==> src/rtl/fetch_pc_unit.sv <==
// Instruction-fetch stage: owns the PC, drives the instruction-memory address and
// loads the IF/ID register, honouring EX-stage redirects, hazard stalls and memory wait.
module fetch_pc_unit #(
    parameter int unsigned PC_W     = 9,
    parameter logic [31:0] RESET_PC = 32'h0000_0000,
    parameter logic [31:0] NOP      = 32'h0000_0013
) (
    input  logic            clk,
    input  logic            reset,
    input  logic            PcSel,
    input  logic [31:0]     BrPC,
    input  logic            stall,
    input  logic            imem_rdy,
    input  logic [31:0]     Instr_in,
    output logic [PC_W-1:0] Instr_Addr,
    output logic [PC_W-1:0] IfId_PC,
    output logic [31:0]     IfId_Instr,
    output logic            IfId_Valid,
    output logic            misalign,
    output logic [15:0]     redirect_cnt
);

    logic [PC_W-1:0] pc_q, pc_d;
    logic [PC_W-1:0] ifid_pc_q, ifid_pc_d;
    logic [31:0]     ifid_instr_q, ifid_instr_d;
    logic            ifid_valid_q, ifid_valid_d;
    logic            misalign_q, misalign_d;
    logic [15:0]     redirect_cnt_q, redirect_cnt_d;

    always_comb begin
        pc_d           = pc_q;
        ifid_pc_d      = ifid_pc_q;
        ifid_instr_d   = ifid_instr_q;
        ifid_valid_d   = ifid_valid_q;
        misalign_d     = 1'b0;
        redirect_cnt_d = redirect_cnt_q;

        if (PcSel) begin
            // Redirect overrides stall and memory wait; the word in flight is squashed.
            pc_d           = {BrPC[PC_W-1:2], 2'b00};
            ifid_pc_d      = pc_q;
            ifid_instr_d   = NOP;
            ifid_valid_d   = 1'b0;
            misalign_d     = (BrPC[1:0] != 2'b00) || (BrPC[31:PC_W] != '0);
            redirect_cnt_d = (redirect_cnt_q == 16'hFFFF) ? redirect_cnt_q
                                                           : redirect_cnt_q + 16'd1;
        end else if (stall) begin
            // Hold everything.
        end else if (!imem_rdy) begin
            ifid_pc_d    = pc_q;
            ifid_instr_d = NOP;
            ifid_valid_d = 1'b0;
        end else begin
            ifid_pc_d    = pc_q;
            ifid_instr_d = Instr_in;
            ifid_valid_d = 1'b1;
            pc_d         = pc_q + PC_W'(4);
        end
    end

    always_ff @(posedge clk) begin
        if (reset) begin
            pc_q           <= RESET_PC[PC_W-1:0];
            ifid_pc_q      <= '0;
            ifid_instr_q   <= NOP;
            ifid_valid_q   <= 1'b0;
            misalign_q     <= 1'b0;
            redirect_cnt_q <= 16'd0;
        end else begin
            pc_q           <= pc_d;
            ifid_pc_q      <= ifid_pc_d;
            ifid_instr_q   <= ifid_instr_d;
            ifid_valid_q   <= ifid_valid_d;
            misalign_q     <= misalign_d;
            redirect_cnt_q <= redirect_cnt_d;
        end
    end

    assign Instr_Addr   = pc_q;
    assign IfId_PC      = ifid_pc_q;
    assign IfId_Instr   = ifid_instr_q;
    assign IfId_Valid   = ifid_valid_q;
    assign misalign     = misalign_q;
    assign redirect_cnt = redirect_cnt_q;

endmodule

==> config.mk <==
export PLATFORM = sky130hd
export DESIGN_NAME = fetch_pc_unit
export DESIGN_NICKNAME = d
export VERILOG_FILES = /design/src/rtl/fetch_pc_unit.sv
export SDC_FILE = /design/constraint.sdc
export NUM_CORES = 1
export LEC_CHECK = 0
export ABC_AREA = 1
export CORE_ASPECT_RATIO = 0.9
export CORE_UTILIZATION = 44
export CTS_BUF_LIST = sky130_fd_sc_hd__clkbuf_4 sky130_fd_sc_hd__clkbuf_8 sky130_fd_sc_hd__clkbuf_16
export DETAILED_ROUTE_END_ITERATION = 16
export GPL_ROUTABILITY_DRIVEN = 1
export GPL_TIMING_DRIVEN = 0
export PLACE_DENSITY = 0.86
export SLEW_MARGIN = 20
export SYNTH_ARGS = -nofsm -noshare
export SYNTH_HDL_FRONTEND = slang
export SYNTH_SLANG_ARGS = --single-unit
==> constraint.sdc <==
create_clock -name clk -period 3.17 [get_ports clk]
set_input_delay 0.317 -clock clk [delete_from_list [all_inputs] [get_ports clk]]
set_output_delay 0.317 -clock clk [all_outputs]
set_load 0.01 [all_outputs]
==> results.sh, run 1 <==
export IMPL_status="complete, no violations"
export IMPL_yosysUniqueCellTypes=27
export IMPL_gr_total_overflow=0
export IMPL_start_util=0.456
export IMPL_drt_vias_per_instance=4.86
export IMPL_timing_rr_start="redirect_cnt[0]"
export IMPL_final_common_cell="nand2_1"
export IMPL_ff2ff_setup_slack_ps=1490
export IMPL_synth_area_sq_mm=0.00280
export IMPL_critPathKind="flip-flop to primary output"
export IMPL_routed_wl_microns=7590
export IMPL_grt_max_degree=14
export IMPL_die_y_microns=77.7
export IMPL_cts_tree="done"
export IMPL_numPortBuffers=130
export IMPL_root_buffer="clkbuf_8"
export IMPL_gp_congestion=0.842
export IMPL_grt_total_usage=0.230
export IMPL_yosys_top_cells_area="dfxtp_1 (46%), nand2_1 (18%), a21oi_1 (8.9%)"
export IMPL_core_sq_mm=0.00615
export IMPL_gr_usage_met3=0.119
export IMPL_grt_pass1_vias=2776
export IMPL_cts_buffers=9
export IMPL_io_pin_count=137
export IMPL_cts_num_sinks=64
export IMPL_nets=612
export IMPL_drt_initial_drc_count=146
export IMPL_clock_latency_ps=350
export IMPL_cap_violations=0
export IMPL_path_max_fanout=7
export IMPL_postCtsSetupRepairBufs=0
export IMPL_p_leak_nw=1.62
export IMPL_met1_usage=0.243
export IMPL_die_w_microns=86.1
export IMPL_wire_per_inst_microns=12.0
export IMPL_antenna_found_initial=0
export IMPL_multi_input_area_sq_mm=0.00134
export IMPL_h_tree_depth=3
export IMPL_syn_inst=397
export IMPL_cts_resized=0
export IMPL_fmax_mhz=581
export IMPL_cts_hold_buf=0
export IMPL_busiest_layer="met2"
export IMPL_postPlaceCellArea_sq_mm=0.00422
export IMPL_grt_setup_unrepaired="no"
export IMPL_die_area_sq_mm=0.00669
export IMPL_clockBufferDepth=2
export IMPL_ys_seq_area_frac=0.457
export IMPL_synth_seq_cells=64
export IMPL_clk_pin_slew_ps=80
export IMPL_path_buf_inv=1
export IMPL_r2r_end="redirect_cnt[11]"
export IMPL_final_antenna_net_count=0
export IMPL_slowest_delay_ps=590
export IMPL_num_rows=27
export IMPL_setup_viol=0
export IMPL_crit_chain="clkdlybuf4s50_1"
export IMPL_fin_crit_ps=1720
export IMPL_design_area_sq_mm=0.00443
export IMPL_vias=3077
export IMPL_area_growth_pct=58.0
export IMPL_hp_class="input port to flip-flop"
export IMPL_arrival_ps=1400
export IMPL_synth_top_area_share=0.457
export IMPL_drive_gt1_frac=0.0678
export IMPL_hold_viol=0
export IMPL_n_antenna_cell=0
export IMPL_holdWs_ps=278
export IMPL_hold_end="Instr_Addr[4]"
export IMPL_hold_depth=2
export IMPL_final_cell_mix="nand2_1 (131), clkdlybuf4s50_1 (130), dfxtp_1 (64)"
export IMPL_ff2ff_path_depth=9
export IMPL_path_delay_family="buffers and inverters"
export IMPL_yosys_area_top_type="dfxtp_1"
export IMPL_route_detailed_drc=0
export IMPL_post_route_period_util=0.543
export IMPL_grt_pass1_wl_microns=12100
export IMPL_critPathSlowestCell="clkdlybuf4s50_1"
export IMPL_fin_tns_setup_ps=0
export IMPL_pwr_density_cell_mw_per_mm2=405
export IMPL_required_ps=2850
export IMPL_syn_avg_cell_area_sq_um=7.06
export IMPL_vdd_ir_drop_max_mv=0.384
export IMPL_start_kind="flip-flop"
export IMPL_place_hpwl_microns=5820
export IMPL_worstHoldStart="reset"
export IMPL_maxSlewViolCount=0
export IMPL_nFillCells=506
export IMPL_grt_use_met2=0.395
export IMPL_regArea_sq_mm=0.00128
export IMPL_ys_warn_count=0
export IMPL_dr_pass1_iters=4
export IMPL_clock_skew_ps=8.89
export IMPL_cp_end_kind="primary output"
==> worst max-delay path by stage <==
| stage | startpoint | endpoint | cells after the start |
|---|---|---|---|
| 3_3_place_gp | stall | IfId_Instr[31] | 7 |
| 3_5_place_dp | stall | IfId_Instr[31] | 7 |
| 2_1_floorplan | redirect_cnt[0] | redirect_cnt[11] | 9 |
| 5_1_grt | redirect_cnt[0] | redirect_cnt[14] | 9 |
| 6_report | redirect_cnt[0] | redirect_cnt[0] | 1 |
| 4_1_cts | redirect_cnt[0] | redirect_cnt[0] | 1 |
==> area by class of cell <==
cell class,instances,share of cell area
plain buffers,20,0.0246
clock buffers,9,0.0280
clock inverters,7,0.0181
inverters,23,0.0195
multi-input cells,293,0.302
flip-flops and latches,64,0.289
well taps,87,0.0246
repair buffers,130,0.294
==> worst register-to-register path, stage by stage, from the launching register on <==
cell and delay (ps):
dfxtp_1 470, ha_1 270, nand2_1 80, nor2_2 130, nand2_2 110, nor2_2 160
nor2_4 80, buf_6 140, nand2_1 70, a21oi_1 50
==> registers in the layout (all words and copies together) (netlist names) <==
name,cells
misalign,1
Instr_Addr,7
IfId_Valid,1
IfId_Instr,32
redirect_cnt,16
IfId_PC,7
==> cell usage after synthesis, drive strengths merged <==
library cell	number
ha	2
nor3	2
nand4	6
o21ai	14
xnor2	3
o22ai	3
dfxtp	64
a31oi	3
clkbuf	9
nand3b	1
conb	1
nand3	16
buf	11
inv	23
nor4	3
nand2	133
a21oi	50
xor2	5
nor2	48
==> through the flow <==
step	std cells	utilization	worst slack [ps]	power (W)
2_1_floorplan	400	-	1630	0.000952
3_3_place_gp	617	0.687	1310	0.00110
3_5_place_dp	617	0.687	1250	0.00110
4_1_cts	633	0.720	1440	0.00182
5_1_grt	633	0.720	1360	0.00187
6_report	633	0.720	1450	0.00179
==> per-layer routing <==
layer  wire (microns)  vias up
li1                 -     1561
met1             2950     1376
met2             3620      134
met3              955        6
met4               66        0
met5                0        -
==> where the power goes <==
part           internal [W]  switching [W]
Sequential         0.000826      0.0000178
Combinational      0.000140      0.0000988
Clock              0.000370       0.000342
==> kinds of logic after synthesis <==
group	count (synthesis)	share of synthesized area
xor gates and xnor gates	8	0.0250
other	1	0.00134
buffers and inverters	43	0.0696
adders and majority gates	2	0.00893
DFF	64	0.457
AOI/OAI and AO/OA	70	0.132
and+or+nand+nor	209	0.306
(Power assumes the default switching activity.)
==> inputs of run 2 (changes only) <==
CORE_UTILIZATION = 37   (was 44)
PLACE_DENSITY = 0.77   (was 0.86)
clock period = 1.45 ns   (was 3.17 ns; I/O delays follow)
==> run 2 against run 1 <==
Net effect:
- sequential share of layout area down 1.1 points
- critical path depth did not move
- flip-flop and latch count unchanged
- the run now ends with negative setup slack left
- first-iteration DRC count down 47%
==> results.sh, run 2 (same netlist as run 1, synthesis figures left out) <==
export IMPL_die_area_sq_mm=0.00793
export IMPL_worst_slew_pin_slew_ps=579
export IMPL_cts_num_sinks=64
export IMPL_cts_buffers=9
export IMPL_die_y_microns=84.6
export IMPL_routed_wl_microns=8240
export IMPL_critPathSlowestCell="clkdlybuf4s50_1"
export IMPL_critPathKind="flip-flop to primary output"
export IMPL_num_rows=29
export IMPL_largest_reg_flops=32
export IMPL_required_ps=1310
export IMPL_place_hpwl_microns=6090
export IMPL_clk_pin_slew_ps=70
export IMPL_vdd_ir_drop_max_mv=0.760
export IMPL_path_max_fanout=7
export IMPL_dr_pass1_iters=5
export IMPL_grt_pass1_wl_microns=13100
export IMPL_p_leak_nw=1.99
export IMPL_drt_initial_drc_count=77
export IMPL_grt_setup_unrepaired="yes"
export IMPL_gp_congestion=0.791
export IMPL_cp_startpoint="redirect_cnt[2]"
export IMPL_fin_tns_setup_ps=-6.44
export IMPL_die_w_microns=93.7
export IMPL_clock_skew_ps=3.13
export IMPL_design_area_sq_mm=0.00471
export IMPL_fin_crit_ps=1460
export IMPL_grt_total_usage=0.211
export IMPL_grt_max_degree=12
export IMPL_path_buf_inv=1
export IMPL_final_antenna_net_count=0
export IMPL_vias=3145
export IMPL_area_growth_pct=68.1
export IMPL_slowest_delay_ps=560
export IMPL_core_sq_mm=0.00718
export IMPL_hold_viol=0
export IMPL_hp_class="input port to flip-flop"
export IMPL_post_route_period_util=1.00
export IMPL_pwr_density_cell_mw_per_mm2=930
export IMPL_layout_setup_ws_ps=-6.44
export IMPL_violations="negative setup slack"
export IMPL_antenna_found_initial=0
export IMPL_gr_total_overflow=0
export IMPL_setup_viol=1
export IMPL_nets=618
export IMPL_fmax_mhz=687
export IMPL_h_tree_depth=3
export IMPL_path_delay_family="buffers and inverters"
export IMPL_drt_vias_per_instance=4.88
export IMPL_wire_per_inst_microns=12.8
export IMPL_power_w=0.00438
export IMPL_route_detailed_drc=0
export IMPL_root_buffer="clkbuf_8"
export IMPL_clock_latency_ps=340
export IMPL_dp_slack_ps=-272
export IMPL_grt_pass1_vias=2959
export IMPL_maxSlewViolCount=0
export IMPL_arrival_ps=1310
export IMPL_start_kind="flip-flop"
export IMPL_clockBufferDepth=2
export IMPL_cts_tree="done"
export IMPL_cap_violations=0
export IMPL_slew_headroom=0.614
export IMPL_n_antenna_cell=0
export IMPL_start_util=0.390
export IMPL_final_common_cell="nand2_1"
export IMPL_cp_end_kind="primary output"
export IMPL_numPortBuffers=130
export IMPL_status="complete, but fails checks"
export IMPL_crit_chain="clkdlybuf4s50_1"
export IMPL_postPlaceCellArea_sq_mm=0.00424
export IMPL_timing_rr_start="redirect_cnt[0]"
export IMPL_worstHoldStart="reset"
export IMPL_io_pin_count=137
export IMPL_final_cell_mix="nand2_1 (126), clkdlybuf4s50_1 (113), dfxtp_1 (45), a21oi_1 (45), nor2_1 (38)"
export IMPL_drive_gt1_frac=0.145
==> run 2: changes by cell type in the layout (fill, tap and decap cells not counted), sizes merged <==
cell,previous run,this run
clkinvlp,2,0
bufinv,1,3
clkinv,2,1
clkdlybuf4s50,130,113
dlymetal6s2s,0,13
inv,25,23
o21ai,14,15
buf,11,16
clkbuf,18,21
dlygate4sd2,0,4
==> run 2: where the power goes <==
part	total, W	internal (W)	leakage, nW	switching [W]
Sequential	0.00185	0.00181	0.530	0.0000396
Clock	0.00199	0.00129	0.133	0.000699
Combinational	0.000550	0.000321	1.32	0.000229
==> run 2: metal layers <==
layer / track usage / wire length, microns
met3: 0.120 / 1080
met5: 0 / 0
met2: 0.359 / 3950
met1: 0.215 / 3150
met4: 0.0727 / 55
==> run 2: cell type report <==
cell class                 instances  area [sq um]
multi-input combinational        294          1450
clock buffer                      12           165
sequential                        64          1310
inverter                          23          86.3
fill                             611          2470
tap                               93           116
buffer                            20           110
clock inverter                     4          98.8
timing repair buffer             135          1370
==> run 2: final timing paths <==
check,cells past startpoint,slack (ps),to
worst max-delay path,1,-6,redirect_cnt[2]
worst min-delay path,2,120,redirect_cnt[1]
worst max register to register,10,20,redirect_cnt[13]
worst min register to register,2,470,IfId_Instr[5]
==> run 2: timing repair <==
item	in CTS	in global routing
pin swaps	4	3
setup buffers	3	1
gates resized for setup	22	45
hold buffers	0	0
gates cloned	1	1
setup endpoints to repair	31	38
==> run 2: stage by stage <==
step           hold slack [ps]   util  std cells
2_1_floorplan              272      -        400
3_5_place_dp               456  0.590        623
3_3_place_gp               446  0.590        623
5_1_grt                    111  0.656        645
6_report                   116  0.656        645
4_1_cts                    109  0.635        643
==> inputs of run 3 (changes only) <==
CORE_UTILIZATION = 44   (was 37)
PLACE_DENSITY = 0.86   (was 0.77)
clock period = 1.85 ns   (was 1.45 ns; I/O delays follow)
==> results of run 3 <==
Same layout as run 1 (identical final DEF). Status: complete, no violations.
Among the figures that moved: setup slack after placement 1250 ps -> 58.4 ps; setup slack after layout 1450 ps -> 166 ps; hold slack 278 ps -> 146 ps; end point of the critical path redirect_cnt[0] -> redirect_cnt[11]; register-to-register setup slack 1490 ps -> 170 ps; total power 0.00179 W -> 0.00308 W; worst IR drop on VDD 0.384 mV -> 0.658 mV
